File: src/rtl/countdown_timer_if.sv
// rtl/countdown_timer_if.sv - load handshake, control and status bundle for countdown_timer
interface countdown_timer_if #(
  parameter int WIDTH = 4
);
  logic             load_valid;
  logic             load_ready;
  logic [WIDTH-1:0] load_value;
  logic             start;
  logic             pause;
  logic             abort;
  logic [WIDTH-1:0] count_out;
  logic             busy;
  logic             done;

  modport master (
    output load_valid, load_value, start, pause, abort,
    input  load_ready, count_out, busy, done
  );

  modport slave (
    input  load_valid, load_value, start, pause, abort,
    output load_ready, count_out, busy, done
  );
endinterface

File: src/rtl/countdown_timer.sv
// rtl/countdown_timer.sv - loadable down-counter with start/pause/abort and one-cycle done pulse
// Optional COUNTDOWN_TIMER_AUTO_RELOAD_EN: terminal count reloads the last loaded value and keeps running.
module countdown_timer #(
  parameter int WIDTH = 4
) (
  input  logic             clk,
  input  logic             rst,
  countdown_timer_if.slave bus
);
  typedef enum logic [1:0] {IDLE, ARMED, RUN} state_t;

  state_t           state_q, state_d;
  logic [WIDTH-1:0] count_q, count_d;
  logic             done_q, done_d;
  logic             load_acc;
`ifdef COUNTDOWN_TIMER_AUTO_RELOAD_EN
  logic [WIDTH-1:0] reload_q, reload_d;
`endif

  assign bus.load_ready = (state_q == IDLE) || (state_q == ARMED);
  assign bus.busy       = (state_q == RUN);
  assign bus.count_out  = count_q;
  assign bus.done       = done_q;
  assign load_acc       = bus.load_valid && bus.load_ready;

  always_comb begin
    state_d = state_q;
    count_d = count_q;
    done_d  = 1'b0;
`ifdef COUNTDOWN_TIMER_AUTO_RELOAD_EN
    reload_d = reload_q;
`endif
    // abort outranks every other request in the same cycle
    if (bus.abort) begin
      state_d = IDLE;
      count_d = '0;
    end else begin
      unique case (state_q)
        IDLE: begin
          if (load_acc) begin
            count_d = bus.load_value;
            state_d = ARMED;
          end
        end
        ARMED: begin
          if (load_acc) begin
            count_d = bus.load_value;
          end else if (bus.start) begin
            state_d = RUN;
          end
        end
        RUN: begin
          if (!bus.pause) begin
            // <= 1 so a loaded 0 terminates without wrapping
            if (count_q <= WIDTH'(1)) begin
              done_d = 1'b1;
`ifdef COUNTDOWN_TIMER_AUTO_RELOAD_EN
              count_d = reload_q;
`else
              count_d = '0;
              state_d = IDLE;
`endif
            end else begin
              count_d = count_q - WIDTH'(1);
            end
          end
        end
        default: state_d = IDLE;
      endcase
`ifdef COUNTDOWN_TIMER_AUTO_RELOAD_EN
      if (load_acc) reload_d = bus.load_value;
`endif
    end
  end

  always_ff @(posedge clk) begin
    if (rst) begin
      state_q <= IDLE;
      count_q <= '0;
      done_q  <= 1'b0;
`ifdef COUNTDOWN_TIMER_AUTO_RELOAD_EN
      reload_q <= '0;
`endif
    end else begin
      state_q <= state_d;
      count_q <= count_d;
      done_q  <= done_d;
`ifdef COUNTDOWN_TIMER_AUTO_RELOAD_EN
      reload_q <= reload_d;
`endif
    end
  end
endmodule

File: src/flat_wrapper.sv
// flat-port wrapper written by rule: the top's interface ports become plain ports
module countdown_timer_flat 
#(
  parameter int WIDTH = 4
)
  (clk, rst, bus_load_valid, bus_load_value, bus_start, bus_pause, bus_abort, bus_load_ready, bus_count_out, bus_busy, bus_done);
  countdown_timer_if #(.WIDTH(WIDTH)) bus_i ();
  input  logic clk;
  input  logic rst;
  input wire logic [$bits(bus_i.load_valid)-1:0] bus_load_valid;
  input wire logic [$bits(bus_i.load_value)-1:0] bus_load_value;
  input wire logic [$bits(bus_i.start)-1:0] bus_start;
  input wire logic [$bits(bus_i.pause)-1:0] bus_pause;
  input wire logic [$bits(bus_i.abort)-1:0] bus_abort;
  output wire logic [$bits(bus_i.load_ready)-1:0] bus_load_ready;
  output wire logic [$bits(bus_i.count_out)-1:0] bus_count_out;
  output wire logic [$bits(bus_i.busy)-1:0] bus_busy;
  output wire logic [$bits(bus_i.done)-1:0] bus_done;
  assign bus_i.load_valid = bus_load_valid;
  assign bus_i.load_value = bus_load_value;
  assign bus_i.start = bus_start;
  assign bus_i.pause = bus_pause;
  assign bus_i.abort = bus_abort;
  assign bus_load_ready = bus_i.load_ready;
  assign bus_count_out = bus_i.count_out;
  assign bus_busy = bus_i.busy;
  assign bus_done = bus_i.done;
  countdown_timer #(.WIDTH(WIDTH)) u_core (.clk(clk), .rst(rst), .bus(bus_i));
endmodule
File: config.mk
export PLATFORM = sky130hd
export DESIGN_NAME = countdown_timer_flat
export DESIGN_NICKNAME = d
export VERILOG_FILES = /design/src/rtl/countdown_timer_if.sv /design/src/rtl/countdown_timer.sv /design/src/flat_wrapper.sv
export SDC_FILE = /design/constraint.sdc
export NUM_CORES = 1
export LEC_CHECK = 0
export CORE_AREA = 2 2 39 41
export DETAILED_ROUTE_END_ITERATION = 10
export DIE_AREA = 0 0 41 43
export DONT_BUFFER_PORTS = 1
export PLACE_DENSITY = 0.52
export SKIP_CTS_REPAIR_TIMING = 1
export SYNTH_ARGS = -nofsm -noshare
export SYNTH_HDL_FRONTEND = slang
export SYNTH_SLANG_ARGS = --single-unit
File: constraint.sdc
create_clock -name clk -period 1.9 [get_ports clk]
set_input_delay 0.38 -clock clk [delete_from_list [all_inputs] [get_ports clk]]
set_output_delay 0.38 -clock clk [all_outputs]
set_load 0.05 [all_outputs]
# Yosys cells after proc, flatten, opt, wreduce, memory -nomap -nowiden
# Index checks and enable logic that the tools add are counted.
# word_totals
inputBits	10
wordCells	34
output_inout_bits	7
regBits	7
# op_classes
n_bitwise	1
magnitude_cmp	1
n_addsub	1
reduce_logical	9
muxes	11
eq_ne	8
# op_table
cell	count
two-way mux 4 bit	3
two-way mux 2 bit	5
one-hot mux 4 bit (2 select lines)	1
inequality test 2 x 1 -> 1 bit (second input constant)	3
inequality test 2 bit (second input constant)	3
one-hot mux 2 bit (3 select lines)	1
AND reduction 5 bit	1
<= comparator 4 x 1 -> 1 bit (second input constant)	1
OR reduction 2 bit	2
OR reduction 4 bit	1
subtractor 4 x 1 -> 4 bit (second input constant)	1
AND reduction 3 bit	1
== test 2 x 1 -> 1 bit (second input constant)	1
== test 2 bit (second input constant)	1
logical NOT 2 bit	1
nonzero test 2 bit	1
logical AND 1 bit	1
logical OR 1 bit	1
two-way mux 1 bit	1
inverter 1 bit	1

# Depth between registers and ports, before layout
# depth
ltp_word	5
ltp_mapped	5

# Least setup slack after synthesis
# No wires, ideal clock.
# synth_timing
path_type	register -> register
start	register u_core.count_q[0], in the netlist u_core.bus.count_out[0]
end	register u_core.count_q[2], in the netlist u_core.bus.count_out[2]
t_arrival_ps	1560
slack_ps	260
required_ps	1820
path_stages_with_launch	6
cell_sequence	dfxtp_1 > inv_1 > ha_1 > nor2_1 > o311ai_0 > a22oi_1
# synth_via
elab_chain_len	4
elab_cells_between_ends	5
# synth_rtl
item	line_no	rtl
from (decl)	countdown_timer.sv:13	logic [WIDTH-1:0] count_q, count_d;
from (signal assigned)	countdown_timer.sv:86	count_q <= count_d;
subtractor 4 x 1 -> 4 bit or <= comparator 4 x 1 -> 1 bit (tied branches)	countdown_timer.sv:64, countdown_timer.sv:55	
two-way mux 4 bit *	countdown_timer.sv:55	if (count_q <= WIDTH'(1)) begin
two-way mux 4 bit *	countdown_timer.sv:53	if (!bus.pause) begin
one-hot mux 4 bit (2 select lines) *	countdown_timer.sv:38	unique case (state_q)
# Every way passes the cells marked *; elsewhere a longest branch is shown, timed or not. The select of a mux whose other input is x is not followed.
# A chain may end at the register's enable or synchronous reset.

# Worst setup path in the final report
# layout_timing
start	register u_core.state_q[1]
end	output port bus_busy
# layout_via
elab_chain_len	1
# layout_rtl
item	line_no	rtl
from (decl)	countdown_timer.sv:12	state_t state_q, state_d;
from (signal assigned)	countdown_timer.sv:85	state_q <= state_d;
== test 2 bit	countdown_timer.sv:21	assign bus.busy = (state_q == RUN);
to (decl)	flat_wrapper.sv:17	output wire logic [$bits(bus_i.busy)-1:0] bus_busy;
# No other way between the ends.

==> results.md <==
* Bufs and invs on worst path at 1
* Final Hold Vio Count at 0
* RD Place Congestion at 0.722
* Reg2reg setup slack at 490 ps
* Nets at 71
* Share of cells above drive strength 1 at 0.190
* Worst-path clk slew at about 50 ps
* Die Wd at 41 um
* CP Data Arrival Time at 1320 ps
* Initial antenna violation count at 0
* CTS tree: built
* Crit end category: output pin
* Number of global-route vias before repair at approximately 380
* Power per cell area at 694 nW/um2
* Prevailing post-synth register cell: dfxtp_1
* Die height at 43 um
* WL/cell at 14.0 um
* WL final at between 1000 and 1500 um
* Port Buffers at 0
* Combinational power share at 0.140
* Tightest Hold Check Type: in2reg
* CTS Sinks at 7
* Pin count of the biggest net entering global routing at 10
* Total iterations of the first detailed-routing run at 4
* Relative slew slack at 0.532
* DIE AREA at 1760 um2
* P_int at between 200 and 300 uW
* Clock skew at 1.87 ps
* GRT Total Usage at 0.140
* RSZ-0062 raised after global routing: no
* VDD IR-drop max at 0.325 mV
* Initial Utilization at 0.314
* Place WS at 481 ps
* Mapped Nets at 63
* Worst setup SP type: register
* Largest delay share family, worst path: simple AND/OR/NAND/NOR gates
* Final Critical Period at 1700 ps
* Post-synth cell types at 27
* Final core utilization at 0.363
* Synth Area per Inst at around 8.5 um2
* Status: complete, no violations
* CP peak stage delay at roughly 400 ps
* Maximum fanout along the worst path at 7
* Placed Area at 477 um2
* Vias per cell at 5.61
* Synth top area share at 0.323
* Final setup fails at 0
* Clk pwr share at 0.393
* Final WS setup at 204 ps
* Yosys top cell by area: dfxtp_1
* Sequential share of the synthesized area at 0.323
* Worst path required time at 1520 ps
* Pwr Total at 349 uW
* Critical path's slowest cell: nor2b_1
* Area delta synth->final at 15.9%
* Synth Register Bits at 7
* Row count at 14
* FMAX at 590 MHz
* DR iter-0 viols at 10
* Final setup TNS at 0 ps
* Sw Pwr at 99.1 uW
* I/O pin count at 17
* Slew @ Worst Pin at 701 ps
* Root Buffer: clkbuf_4
* Commonest cells in the netlist: dfxtp_1 (7), inv_1 (6), o21ai_0 (5)
* Final worst-path cycle share at 0.893
* Leakage at 0.000186 uW
* Synth Instances at 51
* Yosys warns at 0
* First-pass GRT wire length at between 1500 and 2000 um
* Post-synth EDFFs at 0
* Clk Latency, worst-skew pair at roughly 250 ps
* DRC violations left at 0
* Most common cell in the netlist: dfxtp_1
* H-tree levels at 1
* Max Cap Violations at 0
* Core region area at 1380 um2
* WS Path Type: reg2out
* Clock buffer depth at 2
* Synthesized cell area at ~430 um2
* Post-route cell area at 503 um2
* Total CTS buffers at 3
* ANT nets after route at 0
* Sw Ratio at 0.284
* Via count at 415
* Share of flip-flops with an asynchronous set or reset at 0
* Diode count at 0
* Flop pwr share at 0.467
* Final Max Slew Viols at 0
* Global route overflow at 0
* HPWL Detailed at 798 um
* Area contributors post-synth: dfxtp_1 (32%), o311ai_0 (6.1%), ha_1 (5.8%), o21ai_0 (5.8%), inv_1 (5.2%)
* Worst path cell trace: nor2b_1 -> buf_4
[through the flow]
| stage | instances | hold slack (ps) |
|---|---|---|
| CTS | 74 | 286 |
| detailed placement | 70 | 562 |
| global placement | 70 | 567 |
| finish | 74 | 293 |
| floorplan | 51 | 521 |
| global route | 74 | 310 |
[per-layer routing]
metal,vias to the layer above,share of wire,global-route usage
li1,208,-,-
met1,181,0.44,0.182
met2,26,0.43,0.191
met3,0,0.12,0.0995
met4,0,0,0.0200
met5,-,0,0
[worst register-to-register path: stages, from the launching register on]
cell      delay (ps)
dfxtp_1          370
inv_1             70
ha_1             210
nor2_1           300
o311ai_0         170
a22oi_1          210
[cell type report]
class	instances	area [um2]
clock buffers	4	26.3
repair buffers	4	30.0
multi-input cells	37	264
well taps	16	20.0
fillers	145	881
flip-flops and latches	7	140
inverters	6	22.5
[flip-flops by register name, indices dropped and copies added (netlist names)]
| name | count |
|---|---|
| u_core.state_q | 2 |
| u_core.bus.count_out | 4 |
| u_core.bus.done | 1 |
[final timing paths]
check,startpoint,end,depth (start not counted)
hold / removal,bus_start,u_core.state_q[1],2
setup / recovery,u_core.state_q[1],bus_busy,2
setup reg to reg,u_core.bus.count_out[0],u_core.bus.count_out[2],5
hold reg to reg,u_core.state_q[0],u_core.state_q[1],2
[cell usage in the layout (no fill, tap or decap), types with 2 or more instances in the layout]
master	synthesis	routed
a21oi_1	2	2
a31oi_1	2	2
buf_4	1	4
clkbuf_4	0	3
dfxtp_1	7	7
ha_1	2	2
inv_1	6	6
nand2_1	2	2
nor2_1	2	2
o21ai_0	5	5
o311ai_0	3	3
o31ai_1	3	3
[kinds of logic after synthesis]
family | after synthesis | synth area share
AOI/OAI and AO/OA | 20 | 0.311
and+or+nand+nor | 15 | 0.239
buffers and inverters | 7 | 0.0692
DFF | 7 | 0.323
adders and majority gates | 2 | 0.0576
[power by group through the flow]
stage          clock [uW]  sequential (uW)  combinational (uW)
6_report              137              163                48.7
3_3_place_gp            0              166                49.8
4_1_cts               145              163                49.4
3_5_place_dp            0              166                49.4
5_1_grt               150              164                54.1
2_1_floorplan           0              175                27.2
(Power assumes the default switching activity.)
